## src/rtl/seven_seg_scan_ctrl.sv

```systemverilog
// Time-multiplexed scan controller for a common-anode 7-segment display.
// Each digit slot opens with an all-off blank interval; new values are applied only at frame ends.
module seven_seg_scan_ctrl #(
    parameter int unsigned NUM_DIGITS   = 4,
    parameter int unsigned REFRESH_DIV  = 100000,
    parameter int unsigned BLANK_CYCLES = 2000
) (
    input  logic                    clk,
    input  logic                    rst,
    input  logic [4*NUM_DIGITS-1:0] value,
    input  logic                    load,
    input  logic [NUM_DIGITS-1:0]   dp_mask,
    input  logic                    lz_en,
    output logic [NUM_DIGITS-1:0]   an,
    output logic [6:0]              seg,
    output logic                    dp,
    output logic                    frame_done
);

    localparam int unsigned CW = (REFRESH_DIV > 1) ? $clog2(REFRESH_DIV) : 1;
    localparam int unsigned IW = (NUM_DIGITS > 1) ? $clog2(NUM_DIGITS) : 1;
    localparam logic [CW-1:0] CNT_LAST = CW'(REFRESH_DIV - 1);
    localparam logic [CW-1:0] CNT_SHOW = CW'(BLANK_CYCLES);
    localparam logic [IW-1:0] IDX_LAST = IW'(NUM_DIGITS - 1);

    logic [CW-1:0]           cnt_q, cnt_d;
    logic [IW-1:0]           idx_q, idx_d;
    logic [4*NUM_DIGITS-1:0] disp_q, disp_d;
    logic [4*NUM_DIGITS-1:0] pend_q, pend_d;
    logic                    pend_valid_q, pend_valid_d;
    logic [NUM_DIGITS-1:0]   an_q, an_d;
    logic [6:0]              seg_q, seg_d;
    logic                    dp_q, dp_d;
    logic                    frame_done_q;

    logic                    slot_end;
    logic                    boundary;
    logic                    suppress;
    logic                    show;
    logic [4*NUM_DIGITS-1:0] shifted;

    function automatic logic [6:0] hex_to_seg(input logic [3:0] nib);
        logic [6:0] s;
        case (nib)
            4'h0: s = 7'b1000000;
            4'h1: s = 7'b1111001;
            4'h2: s = 7'b0100100;
            4'h3: s = 7'b0110000;
            4'h4: s = 7'b0011001;
            4'h5: s = 7'b0010010;
            4'h6: s = 7'b0000010;
            4'h7: s = 7'b1111000;
            4'h8: s = 7'b0000000;
            4'h9: s = 7'b0010000;
            4'hA: s = 7'b0001000;
            4'hB: s = 7'b0000011;
            4'hC: s = 7'b1000110;
            4'hD: s = 7'b0100001;
            4'hE: s = 7'b0000110;
            default: s = 7'b0001110;
        endcase
        return s;
    endfunction

    always_comb begin
        slot_end = (cnt_q == CNT_LAST);
        boundary = slot_end && (idx_q == IDX_LAST);

        cnt_d = slot_end ? '0 : cnt_q + 1'b1;
        idx_d = idx_q;
        if (slot_end) begin
            idx_d = (idx_q == IDX_LAST) ? '0 : idx_q + 1'b1;
        end

        disp_d       = disp_q;
        pend_d       = pend_q;
        pend_valid_d = pend_valid_q;
        if (boundary) begin
            // A load on the boundary itself bypasses pend and lands in the next frame.
            if (load) begin
                disp_d       = value;
                pend_valid_d = 1'b0;
            end else if (pend_valid_q) begin
                disp_d       = pend_q;
                pend_valid_d = 1'b0;
            end
        end else if (load) begin
            pend_d       = value;
            pend_valid_d = 1'b1;
        end

        // Current digit's nibble sits at the bottom; all-zero means every higher nibble is zero.
        shifted  = disp_q >> {idx_q, 2'b00};
        suppress = lz_en && (idx_q != '0) && (shifted == '0);
        show     = (cnt_q >= CNT_SHOW) && !suppress;

        an_d  = '1;
        seg_d = 7'h7F;
        dp_d  = 1'b1;
        if (show) begin
            an_d[idx_q] = 1'b0;
            seg_d       = hex_to_seg(shifted[3:0]);
            dp_d        = ~dp_mask[idx_q];
        end
    end

    always_ff @(posedge clk) begin
        if (rst) begin
            cnt_q        <= '0;
            idx_q        <= '0;
            disp_q       <= '0;
            pend_q       <= '0;
            pend_valid_q <= 1'b0;
            an_q         <= '1;
            seg_q        <= 7'h7F;
            dp_q         <= 1'b1;
            frame_done_q <= 1'b0;
        end else begin
            cnt_q        <= cnt_d;
            idx_q        <= idx_d;
            disp_q       <= disp_d;
            pend_q       <= pend_d;
            pend_valid_q <= pend_valid_d;
            an_q         <= an_d;
            seg_q        <= seg_d;
            dp_q         <= dp_d;
            frame_done_q <= boundary;
        end
    end

    assign an         = an_q;
    assign seg        = seg_q;
    assign dp         = dp_q;
    assign frame_done = frame_done_q;

endmodule

```

## config.mk

```make
export PLATFORM = sky130hd
export DESIGN_NAME = seven_seg_scan_ctrl
export DESIGN_NICKNAME = d
export VERILOG_FILES = /design/src/rtl/seven_seg_scan_ctrl.sv
export SDC_FILE = /design/constraint.sdc
export NUM_CORES = 1
export LEC_CHECK = 0
export BUFFER_PORTS_ARGS = -buffer_cell sky130_fd_sc_hd__buf_2
export CAP_MARGIN = 20
export CORE_ASPECT_RATIO = 1.2
export CORE_UTILIZATION = 62
export DETAILED_ROUTE_END_ITERATION = 10
export HOLD_SLACK_MARGIN = 0.02
export PLACE_DENSITY_LB_ADDON = 0.15
export SETUP_SLACK_MARGIN = 0.1
export SKIP_LAST_GASP = 1
export SYNTH_ARGS = -nofsm -noshare
export SYNTH_HDL_FRONTEND = slang
export SYNTH_SLANG_ARGS = --single-unit
```

## constraint.sdc

```tcl
create_clock -name clk -period 5.7 [get_ports clk]
set_input_delay 1.14 -clock clk [delete_from_list [all_inputs] [get_ports clk]]
set_output_delay 1.14 -clock clk [all_outputs]
set_load 0.01 [all_outputs]
```

==> flow_summary.yaml, run 1 <==
timing:
  fmax_mhz: 397
  slew_violations: 0
  post-route-period-util_pct: 44.2
  hold_violations: 0
  setup_tns_ns: 0
  hold_slack_ns: 0.494
  worst-slew-pin-transition_ns: 1.02
  rsz0062_at_grt: "false"
  period_minus_slack_ns: 2.52
  clock_skew_ns: 0.00437
  setup_viol: 0
  slew-limit-headroom_pct: 31.7
die:
  die-area_um2: 5200
  fp.dieH_um: 78.8
  die_w_um: 66.0
  core-area_um2: 4660
  io_pins: 37
  rows: 27
  initial_core_util_pct: 65.4
worst_setup_path:
  worstPathMaxFanout: 16
  end_kind: "flip-flop"
  rr_worst_depth: 5
  r2r-start: "idx_q[0]$_SDFFE_PP0N_"
  startpoint_type: "flip-flop"
  cp.arrival_ns: 2.72
  setup.worst_path.class: "flip-flop to flip-flop"
  required_ns: 5.90
  rrSetupSlack_ns: 3.18
  r2r_end: "pend_q[2]$_SDFFE_PP0P_"
final_layout:
  post-route-util_pct: 72.7
  finalNonFillerCells: 400
  final_area_um2: 3390
  multi_input_area_um2: 1610
  diodes: 0
  drive_gt1_share_pct: 19.0
  areaGrowthSynthToFinish_pct: 11.2
  regArea_um2: 1300
  nets: 373
  nFillCells: 355
synth:
  syn_avg_cell_area_um2: 9.86
  synth_cell_type_count: 41
  ys_seq_area_share_pct: 42.7
  syn_area_um2: 3050
  syn_inst: 309
  ys_warn_count: 0
  synth-seq-cells: 65
  synthesis.nets: 344
placed_design:
  place_congestion: 0.850
  port_buffers: 36
  place_area_um2: 3210
  hpwl_um: 3780
  place_inst: 385
job:
  maxCapViolCount: 0
detailed_routing:
  drt_iter0_drc: 148
  drc: 0
  wl_per_cell_um: 13.7
  firstDrtPassIters: 5
  viasPerCell: 5.57
  drt.antenna.violating_nets: 0
  num_vias: 2226
  wirelength_um: 5470
global_route:
  grtUsageTotal_pct: 23.9
  antenna_found_initial: 0
  grt_pass1_vias: 2089
  grt_max_degree: 39
  gr-total-overflow: 0
  grt_pass1_wl_um: 9320
clock_network:
  numCtsBuffers: 9
  clockBufferDepth: 2
  path_clk_slew_ns: 0.07
  cts_tree: "built"
  cts-root-buf: "clkbuf_8"
  cts.sinks: 65
  hold_buffers: 0
  cts_setup_buffers: 0
  clock_latency_ns: 0.34
  h-tree-depth: 3
  cts_resized: 0
pwr:
  ir_drop_mv: 0.267
  p_per_area_nw_per_um2: 257
  p_leak_nw: 1.33
run_status:
  status: "completed"
worst_hold_path:
  worstHoldStart: "pend_q[5]$_SDFFE_PP0P_"
  holdPathStages: 2
  hold_class: "flip-flop to flip-flop"
  holdPathEnd: "pend_q[5]$_SDFFE_PP0P_"
## how the worst max path moves through the flow
stage | from | to | cells past startpoint
after floorplan | load | disp_q[0]$_SDFFE_PP0P_ | 6
after global placement | load | disp_q[14]$_SDFFE_PP0P_ | 6
after detailed placement | load | disp_q[8]$_SDFFE_PP0P_ | 6
after CTS | idx_q[0]$_SDFFE_PP0N_ | pend_q[2]$_SDFFE_PP0P_ | 5
after global routing | idx_q[0]$_SDFFE_PP0N_ | pend_q[11]$_SDFFE_PP0P_ | 5
final | idx_q[0]$_SDFFE_PP0N_ | pend_q[2]$_SDFFE_PP0P_ | 5
## cell type report
type,instances,share of cell area [%]
clock inverters,2,0.369
clock buffers,13,4.98
multi-input cells,214,47.4
inverters,11,1.22
flip-flops and latches,65,38.4
well taps,58,2.14
repair buffers,37,5.54
## metrics by stage
stage,total power [W],setup WS [ns]
2_1_floorplan,0.000511,3.38
3_3_place_gp,0.000523,3.03
3_5_place_dp,0.000524,2.93
4_1_cts,0.000876,3.16
5_1_grt,0.000900,2.92
6_report,0.000872,3.18
## state kept, by name, summed over array words and instances (netlist names)
| name | cells |
|---|---|
| pend_valid_q | 1 |
| frame_done | 1 |
| idx_q | 2 |
| seg | 7 |
| pend_q | 16 |
| cnt_q | 17 |
| disp_q | 16 |
| dp | 1 |
| an | 4 |
## cell usage in the layout, fill, tap and decap left out, drive strengths merged, types with 6 or more instances in the layout
cell type  instances
dfxtp             65
nor2              58
buf               37
mux2i             36
a211oi            17
nand2             14
clkbuf            13
inv               11
ha                11
nand3              9
xnor2              8
and3               7
xor2               7
nand4              7
mux4               6
## synth_stat cells, drive strengths merged
library cell | number | area, um^2
dfxtp | 65 | 1300
nor2 | 58 | 218
mux2i | 36 | 360
a211oi | 17 | 128
nand2 | 14 | 60.1
buf | 11 | 70.1
ha | 11 | 138
inv | 11 | 41.3
nand3 | 9 | 45.0
clkbuf | 8 | 30.0
xnor2 | 8 | 70.1
and3 | 7 | 43.8
nand4 | 7 | 58.8
xor2 | 7 | 61.3
mux4 | 6 | 135
a21oi | 5 | 25.0
nor4 | 5 | 61.3
o211ai | 3 | 22.5
and2 | 2 | 12.5
and4 | 2 | 17.5
nor2b | 2 | 12.5
o21ai | 2 | 10.0
a221oi | 1 | 8.76
a31oi | 1 | 6.26
a32oi | 1 | 8.76
mux2 | 1 | 11.3
nand2b | 1 | 6.26
nor4b | 1 | 15.0
o2111ai | 1 | 8.76
o21a | 1 | 7.51
o221ai | 1 | 8.76
o31a | 1 | 8.76
o31ai | 1 | 21.3
o41ai | 1 | 8.76
or2 | 1 | 6.26
## cell families after synthesis
group / Yosys count / share of synthesized area (%)
AOI/OAI and AO/OA: 36 / 8.95
xor gates and xnor gates: 15 / 4.31
adders and majority gates: 11 / 4.52
buffers and inverters: 30 / 4.64
DFF: 65 / 42.7
muxes: 43 / 16.6
and+or+nand+nor: 109 / 18.3
## power by group
group | switching [W] | total (W) | internal (W)
logic | 0.0000238 | 0.0000450 | 0.0000212
registers | 0.00000549 | 0.000469 | 0.000463
clock network | 0.000168 | 0.000358 | 0.000190
## worst max-delay path, stage by stage (launching register included)
cell	delay (ns)
dfxtp_1	0.67
ha_1	0.31
inv_1	0.15
o31ai_4	0.91
mux2i_1	0.28
nor2_1	0.05
## per-layer routing
layer	GRT usage, %	wire length (um)
met1	29.5	2480
met2	37.3	2610
met3	4.45	237
met4	16.2	138
met5	0	0
No activity file was read; power rests on OpenSTA's default activity.
==> inputs of run 2 (changes only) <==
--- a/config.mk
+++ b/config.mk
@@ -8,7 +8,7 @@
 export BUFFER_PORTS_ARGS = -buffer_cell sky130_fd_sc_hd__buf_2
 export CAP_MARGIN = 20
 export CORE_ASPECT_RATIO = 1.2
-export CORE_UTILIZATION = 62
+export CORE_UTILIZATION = 52
 export DETAILED_ROUTE_END_ITERATION = 10
 export HOLD_SLACK_MARGIN = 0.02
 export PLACE_DENSITY_LB_ADDON = 0.15
==> constraint.sdc (replaced) <==
create_clock -name clk -period 2.3 [get_ports clk]
set_input_delay 0.46 -clock clk [delete_from_list [all_inputs] [get_ports clk]]
set_output_delay 0.46 -clock clk [all_outputs]
set_load 0.01 [all_outputs]
==> run 2 against run 1 <==
Die area is 19% higher. Largest cell class unchanged. Worst hold slack worse by 0.13 ns. Non-clock buffer count is 6 higher. Highest routed layer unchanged. Sequential share of layout area is 1.3 points lower. Critical endpoint is now seg[4]$_SDFF_PP1_. Total power grew to 2.6 times the previous value. Critical path depth is 1 higher. Register-to-register slack worse by 2.9 ns.
==> flow_summary.yaml, run 2 (synthesis gave the netlist of run 1 again) <==
final_layout:
  largest_register: "cnt_q"
  layout_commonest_cell: "dfxtp_1"
  largest_register_ffs: 17
  areaGrowthSynthToFinish_pct: 15.4
  final_cell_mix: "dfxtp_1 (64), nor2_1 (58), mux2i_1 (36), buf_2 (36), a211oi_1 (17)"
  post-route-util_pct: 62.0
  diodes: 0
  nets: 379
  drive_gt1_share_pct: 20.9
  reg.largest.list: "cnt_q (17), disp_q (16), pend_q (16)"
  final_area_um2: 3520
global_route:
  grt_pass1_vias: 2078
  grt_pass1_wl_um: 9760
  grt_max_degree: 38
  antenna_found_initial: 0
  grtUsageTotal_pct: 20.8
  gr-total-overflow: 0
detailed_routing:
  wl_met1_um: 2700
  wl_per_cell_um: 13.6
  num_vias: 2271
  drt_iter0_drc: 148
  highest_layer: "met4"
  wirelength_um: 5820
  firstDrtPassIters: 4
  drt.antenna.violating_nets: 0
  wl_met2_um: 2760
  viasPerCell: 5.29
  drc: 0
  wl_met3_um: 177
die:
  die-area_um2: 6170
  die_w_um: 71.9
  core-area_um2: 5670
  initial_core_util_pct: 53.8
  fp.dieH_um: 85.9
  io_pins: 37
  rows: 30
clock_network:
  clockBufferDepth: 2
  cts.sinks: 65
  cts_tree: "built"
  cts_resized: 0
  cts-root-buf: "clkbuf_8"
  path_clk_slew_ns: 0.07
  clock_latency_ns: 0.34
  numCtsBuffers: 9
  cts_setup_buffers: 0
  hold_buffers: 0
  h-tree-depth: 3
worst_setup_path:
  critPathMaxStageDelay_ns: 0.58
  startpoint_type: "flip-flop"
  required_ns: 2.56
  crit_start: "idx_q[0]$_SDFFE_PP0N_"
  cp_top_family: "multiplexers"
  critPathSlowestCell: "mux4_2"
  worst-path-buf-inv: 1
  worstPathMaxFanout: 11
  end_kind: "flip-flop"
  setup.worst_path.class: "flip-flop to flip-flop"
  cp.arrival_ns: 2.28
  r2r-start: "idx_q[0]$_SDFFE_PP0N_"
  cp_cell_sequence: "mux4_2 -> inv_1 -> ha_1 -> nand4_1 -> o31a_2 -> o211ai_1"
placed_design:
  place_area_um2: 3310
  port_buffers: 36
  place_congestion: 0.921
  hpwl_um: 4130
timing:
  post-route-period-util_pct: 88.0
  hold_violations: 0
  setup_tns_ns: 0
  rsz0062_at_grt: "false"
  slew_violations: 0
  setup_viol: 0
  clock_skew_ns: 0.00902
  period_minus_slack_ns: 2.02
  worst-slew-pin-transition_ns: 0.433
  fmax_mhz: 494
  slew-limit-headroom_pct: 70.9
pwr:
  p_per_area_nw_per_um2: 649
  ir_drop_mv: 0.449
  p_total_w: 0.00228
  p_leak_nw: 1.39
worst_hold_path:
  hold_class: "primary input to flip-flop"
  worstHoldStart: "value[8]"
run_status:
  status: "completed"
job:
  maxCapViolCount: 0
-- run 2: cell count changes in the layout (fill, tap and decap cells not counted), sizes merged --
cell	delta
bufinv	+1
clkinvlp	-1
clkbuf	+1
buf	+6
-- run 2: report_power, final --
group	switching [W]	internal [W]	leakage, nW	total [W]
Clock	0.000413	0.000589	0.107	0.00100
Sequential	0.0000134	0.00115	0.529	0.00116
Combinational	0.0000619	0.0000574	0.750	0.000119
-- run 2: final timing paths --
check                           end  slack [ns]  depth (start not counted)
max               seg[4]$_SDFF_PP1_        0.28                          6
min          pend_q[8]$_SDFFE_PP0P_        0.37                          3
max reg2reg       seg[4]$_SDFF_PP1_        0.28                          6
min reg2reg     cnt_q[0]$_SDFF_PP0_        0.49                          1
-- run 2: layout make-up --
class	count	area, um^2
multi-input cells	214	1610
flip-flops and latches	65	1300
repair buffers	43	258
inverters	11	41.3
well taps	80	100
clock inverters	2	35.0
fillers	492	2150
clock buffers	14	173
-- run 2: tightest hold or removal path, delay by kind of cell --
| kind | cells | cell delay, ns |
|---|---|---|
| buffers and inverters | 1 | 0.09 |
| and+or+nand+nor | 1 | 0.07 |
| muxes | 1 | 0.05 |
-- run 2: routing by layer --
layer | vias up | global-route usage [%]
met1 | 1047 | 26.4
li1 | 1156 | -
met2 | 51 | 32.5
met5 | - | 0
met4 | 0 | 12.7
met3 | 17 | 4.35
-- run 2: per-stage QoR --
step,std cells,hold slack [ns],setup slack [ns]
2_1_floorplan,309,0.449,0.127
3_3_place_gp,413,0.471,0.302
3_5_place_dp,413,0.482,0.201
4_1_cts,429,0.359,0.195
5_1_grt,429,0.370,0.159
6_report,429,0.369,0.277
